[config.mk]
export PLATFORM = sky130hd
export DESIGN_NAME = div_unit_flat
export DESIGN_NICKNAME = d
export VERILOG_FILES = /design/src/rtl/div_unit_pkg.sv /design/src/rtl/div_unit_if.sv /design/src/rtl/div_unit_step.sv /design/src/rtl/div_unit.sv /design/src/flat_wrapper.sv
export SDC_FILE = /design/constraint.sdc
export NUM_CORES = 1
export LEC_CHECK = 0
export ABC_AREA = 0
export BUFFER_PORTS_ARGS = -buffer_cell sky130_fd_sc_hd__buf_2
export CAP_MARGIN = 10
export CORE_ASPECT_RATIO = 1.2
export CORE_UTILIZATION = 40
export DETAILED_ROUTE_END_ITERATION = 7
export PLACE_DENSITY = 0.6
export SLEW_MARGIN = 20
export SYNTH_ARGS = -nofsm -noshare
export SYNTH_HDL_FRONTEND = slang
export SYNTH_SLANG_ARGS = --single-unit
[constraint.sdc]
create_clock -name clk -period 4.1 [get_ports clk]
set_input_delay 0.615 -clock clk [delete_from_list [all_inputs] [get_ports clk]]
set_output_delay 0.615 -clock clk [all_outputs]
set_load 0.02 [all_outputs]
[src/rtl/div_unit_pkg.sv]
// Shared CPU package: divider FSM encoding and default datapath width.
package div_unit_pkg;
  localparam int unsigned DIV_WIDTH = 32;

  typedef enum logic [1:0] {
    IDLE = 2'd0,
    CALC = 2'd1,
    FIX  = 2'd2,
    DONE = 2'd3
  } div_state_e;
endpackage

[src/rtl/div_unit_if.sv]
// Divider request/result bundle: master issues operands, slave returns hi/lo.
interface div_unit_if
  import div_unit_pkg::*;
#(
  parameter int unsigned WIDTH = DIV_WIDTH
);
  logic             start;
  logic             sign;
  logic [WIDTH-1:0] dividend;
  logic [WIDTH-1:0] divisor;
  logic             busy;
  logic             done;
  logic [WIDTH-1:0] hi;
  logic [WIDTH-1:0] lo;

  modport master (
    output start, sign, dividend, divisor,
    input  busy, done, hi, lo
  );

  modport slave (
    input  start, sign, dividend, divisor,
    output busy, done, hi, lo
  );
endinterface

[src/rtl/div_unit_step.sv]
// One restoring divide step: shift in a dividend bit, trial-subtract, keep or restore.
module div_step #(
  parameter int unsigned WIDTH = 32
) (
  input  logic [WIDTH-1:0] i_rem,
  input  logic             i_bit,
  input  logic [WIDTH-1:0] i_dvs,
  output logic [WIDTH-1:0] o_rem,
  output logic             o_qbit
);
  logic [WIDTH:0] w_shift;

  always_comb begin
    w_shift = {i_rem, i_bit};
    o_qbit  = (w_shift >= {1'b0, i_dvs});
    // Partial remainder is always below the divisor, so it fits back in WIDTH bits.
    o_rem   = o_qbit ? WIDTH'(w_shift - {1'b0, i_dvs}) : w_shift[WIDTH-1:0];
  end
endmodule

[src/rtl/div_unit.sv]
// Multi-cycle signed/unsigned restoring divider: WIDTH CALC steps, one FIX cycle, DONE pulse.
module div_unit
  import div_unit_pkg::*;
#(
  parameter int unsigned WIDTH = DIV_WIDTH
) (
  input logic       clk,
  input logic       rst,
  div_unit_if.slave bus
);
  localparam int unsigned CW = (WIDTH > 1) ? $clog2(WIDTH) : 1;

  div_state_e       r_state, w_next;
  logic [WIDTH-1:0] r_rem, r_quo, r_dvs, r_hi, r_lo;
  logic [CW-1:0]    r_cnt;
  logic             r_neg_q, r_neg_r;

  logic             w_accept, w_dvs_zero, w_last, w_qbit;
  logic [WIDTH-1:0] w_rem_nx, w_dvd_mag, w_dvs_mag;

  assign w_accept   = bus.start && (r_state == IDLE || r_state == DONE);
  assign w_dvs_zero = (bus.divisor == '0);
  assign w_last     = (r_cnt == CW'(WIDTH - 1));
  assign w_dvd_mag  = (bus.sign && bus.dividend[WIDTH-1]) ? -bus.dividend : bus.dividend;
  assign w_dvs_mag  = (bus.sign && bus.divisor[WIDTH-1])  ? -bus.divisor  : bus.divisor;

  // r_quo starts as the dividend magnitude; quotient bits shift in from the LSB
  // as dividend bits leave from the MSB.
  div_step #(.WIDTH(WIDTH)) u_step (
    .i_rem  (r_rem),
    .i_bit  (r_quo[WIDTH-1]),
    .i_dvs  (r_dvs),
    .o_rem  (w_rem_nx),
    .o_qbit (w_qbit)
  );

  always_ff @(posedge clk) begin
    if (rst) begin
      r_state <= IDLE;
    end else begin
      r_state <= w_next;
    end
  end

  always_comb begin
    w_next = r_state;
    case (r_state)
      IDLE:    if (w_accept) w_next = w_dvs_zero ? DONE : CALC;
      CALC:    if (w_last) w_next = FIX;
      FIX:     w_next = DONE;
      DONE:    w_next = w_accept ? (w_dvs_zero ? DONE : CALC) : IDLE;
      default: w_next = IDLE;
    endcase
  end

  always_ff @(posedge clk) begin
    if (rst) begin
      r_rem   <= '0;
      r_quo   <= '0;
      r_dvs   <= '0;
      r_cnt   <= '0;
      r_neg_q <= 1'b0;
      r_neg_r <= 1'b0;
      r_hi    <= '0;
      r_lo    <= '0;
    end else if (w_accept) begin
      if (w_dvs_zero) begin
        r_hi <= bus.dividend;
        r_lo <= '1;
      end else begin
        r_rem   <= '0;
        r_quo   <= w_dvd_mag;
        r_dvs   <= w_dvs_mag;
        r_cnt   <= '0;
        r_neg_q <= bus.sign && (bus.dividend[WIDTH-1] ^ bus.divisor[WIDTH-1]);
        r_neg_r <= bus.sign && bus.dividend[WIDTH-1];
      end
    end else if (r_state == CALC) begin
      r_rem <= w_rem_nx;
      r_quo <= {r_quo[WIDTH-2:0], w_qbit};
      r_cnt <= r_cnt + 1'b1;
    end else if (r_state == FIX) begin
      r_lo <= r_neg_q ? -r_quo : r_quo;
      r_hi <= r_neg_r ? -r_rem : r_rem;
    end
  end

  assign bus.busy = (r_state == CALC) || (r_state == FIX);
  assign bus.done = (r_state == DONE);
  assign bus.hi   = r_hi;
  assign bus.lo   = r_lo;
endmodule

[src/flat_wrapper.sv]
// flat-port wrapper written by rule: the top's interface ports become plain ports
module div_unit_flat import div_unit_pkg::*;
#(
  parameter int unsigned WIDTH = DIV_WIDTH
)
  (clk, rst, bus_start, bus_sign, bus_dividend, bus_divisor, bus_busy, bus_done, bus_hi, bus_lo);
  div_unit_if #(.WIDTH(WIDTH)) bus_i ();
  input logic clk;
  input logic rst;
  input wire logic [$bits(bus_i.start)-1:0] bus_start;
  input wire logic [$bits(bus_i.sign)-1:0] bus_sign;
  input wire logic [$bits(bus_i.dividend)-1:0] bus_dividend;
  input wire logic [$bits(bus_i.divisor)-1:0] bus_divisor;
  output wire logic [$bits(bus_i.busy)-1:0] bus_busy;
  output wire logic [$bits(bus_i.done)-1:0] bus_done;
  output wire logic [$bits(bus_i.hi)-1:0] bus_hi;
  output wire logic [$bits(bus_i.lo)-1:0] bus_lo;
  assign bus_i.start = bus_start;
  assign bus_i.sign = bus_sign;
  assign bus_i.dividend = bus_dividend;
  assign bus_i.divisor = bus_divisor;
  assign bus_busy = bus_i.busy;
  assign bus_done = bus_i.done;
  assign bus_hi = bus_i.hi;
  assign bus_lo = bus_i.lo;
  div_unit #(.WIDTH(WIDTH)) u_core (.clk(clk), .rst(rst), .bus(bus_i));
endmodule
==> results of run 1 <==
cells in the mapped netlist (4+ instances only):
library cell  instances  share of area (%)
nor4_1               14               0.80
a31oi_1              16               0.91
and3_1               12               0.68
nor2_1              164                5.6
buf_2                 8               0.36
o211ai_1             41                2.8
buf_1                 5               0.17
xnor2_1              59                4.7
a31o_2                4               0.32
xor2_1               85                6.8
o22ai_1               9               0.51
a211oi_1             76                5.2
inv_1                55                1.9
nand3_1              24                1.1
a32oi_1               7               0.56
o41ai_1              14                1.1
nand2_1             182                6.2
and2_1                4               0.23
or4_4                 5               0.51
clkbuf_1             78                2.7
a21oi_1             112                5.1
ha_1                 43                4.9
nor3_1               18               0.82
nand4_1               4               0.23
nor2b_1               9               0.51
a21o_1               16                1.1
dfxtp_1             169                 31
or4_1                16                1.1
or3_1                15               0.85
a311oi_1              5               0.40
or2_2                 4               0.23
o31ai_1              26                1.8
mux2i_1              18                1.6
o21ai_0              94                4.3
kinds of logic after synthesis:
kind of cell    count (synthesis)  share of synthesized area [%]
mux                            18                          1.638
flops                         169                          30.76
fa+ha+maj                      44                          5.074
xor+xnor                      144                          11.47
compound gates                447                          26.34
simple gates                  481                          19.58
buf+inv                       147                          5.142
final cells by class:
| type | count | area share (%) |
|---|---|---|
| multi-input combinational | 1134 | 56.45 |
| sequential | 169 | 26.92 |
| timing repair buffer | 157 | 6.750 |
| clock buffer | 18 | 3.495 |
| tap | 340 | 3.385 |
| inverter | 55 | 1.643 |
| clock inverter | 14 | 1.314 |
| antenna | 2 | 0.03982 |
per-stage QoR:
| step | utilization (%) | hold slack, ns |
|---|---|---|
| 2_1_floorplan | - | 0.4319 |
| 3_3_place_gp | 44.15 | 0.4443 |
| 3_5_place_dp | 44.15 | 0.4451 |
| 4_1_cts | 46.38 | 0.4376 |
| 5_1_grt | 46.39 | 0.4600 |
| 6_report | 46.40 | 0.4525 |
power by group through the flow:
stage               Combinational [uW]  Sequential [uW]  Clock (uW)
global route                      3460             2350        1770
CTS                               3120             2310        1710
detailed placement                3110             2340           0
finish                            3120             2310        1680
global placement                  3090             2330           0
floorplan                         2070             2460           0
worst max-delay path: cells and delay by family (launching register included):
| kind | cells | cell delay (ns) |
|---|---|---|
| and+or+nand+nor | 3 | 0.82 |
| adders and majority gates | 1 | 0.39 |
| DFF | 1 | 0.51 |
| AOI/OAI and AO/OA | 5 | 1.64 |
worst paths after layout:
| kind | startpoint | endpoint | slack [ns] |
|---|---|---|---|
| setup / recovery | u_core.r_rem[23] | u_core.r_rem[23] | 0.61 |
| hold / removal | u_core.r_dvs[30] | u_core.r_dvs[30] | 0.45 |
| setup reg to reg | u_core.r_rem[23] | u_core.r_rem[23] | 0.61 |
| hold reg to reg | u_core.r_dvs[30] | u_core.r_dvs[30] | 0.45 |
cells in the final DEF (no fill, tap or decap), drive strengths merged, types with 9 or more instances in the layout:
cell type,Yosys,layout
a211oi,76,76
a21o,16,16
a21oi,113,113
a31oi,16,16
and3,12,12
buf,13,157
clkbuf,79,18
dfxtp,169,169
ha,43,43
inv,55,59
mux2i,18,18
nand2,182,182
nand3,24,24
nor2,164,164
nor2b,9,9
nor3,18,18
nor4,15,15
o211ai,41,41
o21ai,96,96
o22ai,9,9
o31ai,27,27
o41ai,16,16
or3,15,15
or4,21,21
xnor2,59,59
xor2,85,85
registers in the layout, indices dropped and copies added, names as in the netlist:
register and flops:
u_core.bus.hi 32, u_core.bus.lo 32, u_core.r_dvs 32, u_core.r_quo 32
u_core.r_rem 32, u_core.r_cnt 5, u_core.r_state 2, u_core.r_neg_q 1
u_core.r_neg_r 1
layer usage:
| metal | track usage, % | part of all wire (%) |
|---|---|---|
| met1 | 29.04 | 44 |
| met5 | 0 | 0 |
| met2 | 43.25 | 50 |
| met4 | 10.32 | 3.5 |
| met3 | 3.253 | 3.2 |
==> flow_summary.yaml, run 1 <==
logic_synthesis:
  synth_nets: 1562
  avgSynthCellArea_sq_um: 7.585
  async_flop_share_pct: 0
  syn_inst: 1450
  synth_edf_count: 0
  yosys_register_bits: 169
  syn_area_sq_um: 11000
  ys_warn_count: 0
  synth_flop_cell: "dfxtp_1"
  synth_seq_area_share_pct: 30.76
  synth_cell_types: 59
grt:
  grtUsageTotal_pct: 24.22
  grt_first_pass_wirelength_mm: 53.52
  antenna_found_initial: 1
  grt_pass1_vias: 9823
  grt_max_degree: 72
  grt_overflow_total: 0
critical_path:
  startpoint_type: "flip-flop"
  end_kind: "flip-flop"
  slowest_stage: "dfxtp_1"
  worst-r2r-cell-count: 9
  cp_max_fo: 24
  max_stage_delay_ns: 0.51
  cp_common_cell: "a31o_2"
  crit_type: "flip-flop to flip-flop"
  cp.required_ns: 4.42
  cp_cell_sequence: "ha_1 -> a2111o_1 -> or3_1 -> a32o_1 -> and2_0 -> a31o_2 -> a31o_2 -> nand2_1 -> o21ai_0"
  cp.arrival_ns: 3.81
finish:
  layout-drive-gt1-share_pct: 13.83
  instances_no_fill: 1889
  fin_area_sq_um: 12570
  regArea_sq_um: 3383
  fin_nets: 1646
  fill_cells: 2739
  area_delta_synth_final_pct: 14.27
  multi_input_area_sq_um: 7094
sta:
  fmax_ghz: 0.2863
  tightestPinTransition_ns: 1.029
  fin_crit_sh_pct: 85.18
  finalHoldViolations: 0
  worst_slack_ns: 0.6077
  slew_viol_final: 0
  relSlewSlack_pct: 31.33
  min_period_ns: 3.492
  rsz0062_at_grt: "false"
  finalSetupViolations: 0
  finClkSkew_ns: 0.01389
  fin_setup_tns_ns: 0
floorplanning:
  core_area_sq_um: 27090
  start_util_pct: 40.60
  dieWidth_microns: 153.4
  chipHeight_microns: 183.6
  io_pins: 134
  die-area_sq_um: 28170
  rows: 66
power_and_ir_drop:
  p_leak_uw: 0.005127
  seq_power_share_pct: 32.5
  switching_share_pct: 43.59
  ir_drop_mv: 0.2882
  clkPwrFrac_pct: 23.7
  p_total_uw: 7108
  p_comb_share_pct: 43.9
  p_sw_uw: 3098
  p_per_area_nw_per_um2: 565.6
  power.internal_uw: 4010
drt:
  vias_per_cell: 5.660
  drt_first_pass_iters: 5
  first_iter_violations: 703
  drc: 0
  routed_wl_mm: 33.98
  route.vias.total: 10692
  antenna_left: 0
  post_drt_wl_per_cell_microns: 17.99
placement:
  place_congestion: 0.9161
  placed_area_sq_um: 11960
  place_ws_ns: 0.5726
  io_buffers: 133
  hpwl_mm: 25.91
  dp.cells: 1855
run:
  max_cap_viol_count: 0
worst_hold_path:
  holdPathStages: 2
  hold_path.class: "flip-flop to flip-flop"
clock_network:
  root_buffer: "clkbuf_16"
  htreeDepth: 4
  cts_resized: 0
  cts_sinks: 169
  cts_tree: "yes"
  ctsHoldBuffers: 0
  path_clk_slew_ns: 0.07
  cts_buffers: 17
  clockBufferDepth: 2
  clk_latency_ns: 0.45
  post_cts_buffers: 0
status:
  outcome: "finished clean"
Power figures use the tool's default switching activity.
==> inputs of run 2 (changes only) <==
--- a/config.mk
+++ b/config.mk
@@ -8,10 +8,13 @@
 export ABC_AREA = 0
 export BUFFER_PORTS_ARGS = -buffer_cell sky130_fd_sc_hd__buf_2
 export CAP_MARGIN = 10
+export CELL_PAD_IN_SITES_DETAIL_PLACEMENT = 0
+export CELL_PAD_IN_SITES_GLOBAL_PLACEMENT = 1
 export CORE_ASPECT_RATIO = 1.2
 export CORE_UTILIZATION = 40
 export DETAILED_ROUTE_END_ITERATION = 7
-export PLACE_DENSITY = 0.6
+export GPL_ROUTABILITY_DRIVEN = 0
+export PLACE_DENSITY = 0.77
 export SLEW_MARGIN = 20
 export SYNTH_ARGS = -nofsm -noshare
 export SYNTH_HDL_FRONTEND = slang
==> flow_summary.yaml, run 2 (same netlist as run 1, synthesis figures left out) <==
sta:
  finClkSkew_ns: 0.01388
  finalSetupViolations: 0
  fin_setup_tns_ns: 0
  relSlewSlack_pct: 30.60
  slew_viol_final: 0
  tightestPinTransition_ns: 1.040
  rsz0062_at_grt: "false"
  finalHoldViolations: 0
  min_period_ns: 3.461
  fmax_ghz: 0.2890
  fin_crit_sh_pct: 84.41
  whs_ns: 0.4545
worst_hold_path:
  min_from: "u_core.bus.hi[3]"
  hold_path.class: "flip-flop to flip-flop"
grt:
  grt_overflow_total: 0
  antenna_found_initial: 0
  grt_first_pass_wirelength_mm: 54.88
  grt_max_degree: 91
  grtUsageTotal_pct: 24.86
  grt_pass1_vias: 10256
floorplanning:
  start_util_pct: 40.60
  die-area_sq_um: 28170
  chipHeight_microns: 183.6
  dieWidth_microns: 153.4
  core_area_sq_um: 27090
  rows: 66
  io_pins: 134
clock_network:
  cts_buffers: 17
  cts_tree: "yes"
  cts_sinks: 169
  clockBufferDepth: 2
  post_cts_buffers: 0
  htreeDepth: 4
  root_buffer: "clkbuf_16"
  ctsHoldBuffers: 0
  path_clk_slew_ns: 0.06
  clk_latency_ns: 0.44
  cts_resized: 0
critical_path:
  cp_common_cell: "a31o_2"
  cp.required_ns: 4.41
  slowest_stage: "dfxtp_1"
  cp_max_fo: 24
  startpoint_type: "flip-flop"
  max_stage_delay_ns: 0.49
  end_kind: "flip-flop"
  crit_type: "flip-flop to flip-flop"
  cp.arrival_ns: 3.77
  r2r-start: "u_core.r_rem[23]"
  cp_cell_sequence: "ha_1 -> a2111o_1 -> or3_1 -> a32o_1 -> and2_0 -> a31o_2 -> a31o_2 -> nand2_1 -> o211ai_1"
  cp-startpoint: "u_core.r_rem[23]"
finish:
  final_cell_mix: "182 x nand2_1, 169 x dfxtp_1, 162 x nor2_1"
  instances_no_fill: 1890
  multi_input_area_sq_um: 7094
  layout_commonest_cell: "nand2_1"
  fill_cells: 2780
  layout-drive-gt1-share_pct: 13.94
  regArea_sq_um: 3383
  fin_nets: 1648
  area_delta_synth_final_pct: 14.82
drt:
  vias_per_cell: 5.644
  routed_wl_mm: 34.50
  antenna_left: 0
  first_iter_violations: 553
  drt_first_pass_iters: 6
  route.vias.total: 10667
  drc: 0
  post_drt_wl_per_cell_microns: 18.25
placement:
  hpwl_mm: 26.36
  dp.cells: 1857
  io_buffers: 133
power_and_ir_drop:
  p_total_uw: 7244
  p_leak_uw: 0.005166
  p_per_area_nw_per_um2: 573.6
  ir_drop_mv: 0.2876
run:
  max_cap_viol_count: 0
status:
  outcome: "finished clean"
-- run 2: cell count changes in the layout (fill, tap and decap cells not counted) --
cell and change:
buf_4 +2, bufinv_16 +2, clkbuf_8 +2, clkinv_4 -2, clkinv_8 -1, clkinvlp_4 -1
diode_2 -1, inv_6 -1, inv_8 +1
-- run 2: routing by layer --
metal,track usage [%],vias up,wire [microns]
li1,-,5370,-
met1,28.57,5025,14580
met2,47.09,232,17910
met3,3.230,40,1128
met4,8.320,0,874
met5,0,-,0
-- run 2: final cells by class --
class	instances	share of cell area (%)
clock inverter	12	1.476
timing repair buffer	159	6.836
tap	340	3.369
inverter	55	1.635
sequential	169	26.79
clock buffer	20	3.696
multi-input combinational	1134	56.18
antenna	1	0.01982
-- run 2: final timing paths --
kind	to	slack, ns	cells after the start
setup / recovery	u_core.r_rem[19]	0.64	9
hold reg to reg	u_core.bus.hi[3]	0.45	2
setup reg to reg	u_core.r_rem[19]	0.64	9
hold / removal	u_core.bus.hi[3]	0.45	2
-- run 2: where the power goes --
part / internal, uW / switching (uW) / total, uW / leakage [uW]
sequential: 2000 / 301 / 2310 / 0.00138
combinational: 1080 / 2050 / 3130 / 0.00346
clock: 1080 / 726 / 1810 / 0.000321
total: 4160 / 3080 / 7240 / 0.00517
-- run 2: stage by stage --
step | setup slack, ns | utilization, % | cell area [sq um]
6_report | 0.6393 | 46.62 | 12630
3_3_place_gp | 0.6310 | 44.20 | 11970
2_1_floorplan | 0.8123 | - | 11000
4_1_cts | 0.6563 | 46.61 | 12630
5_1_grt | 0.3930 | 46.61 | 12630
3_5_place_dp | 0.6023 | 44.20 | 11970
-- run 2: worst max-delay path: cells and delay by family, from the launching register on --
kind	cells	cell delay (ns)
AO/OA/AOI/OAI	5	1.63
AND/OR/NAND/NOR	3	0.82
flip-flops	1	0.49
adder cells (fa/ha/maj)	1	0.38
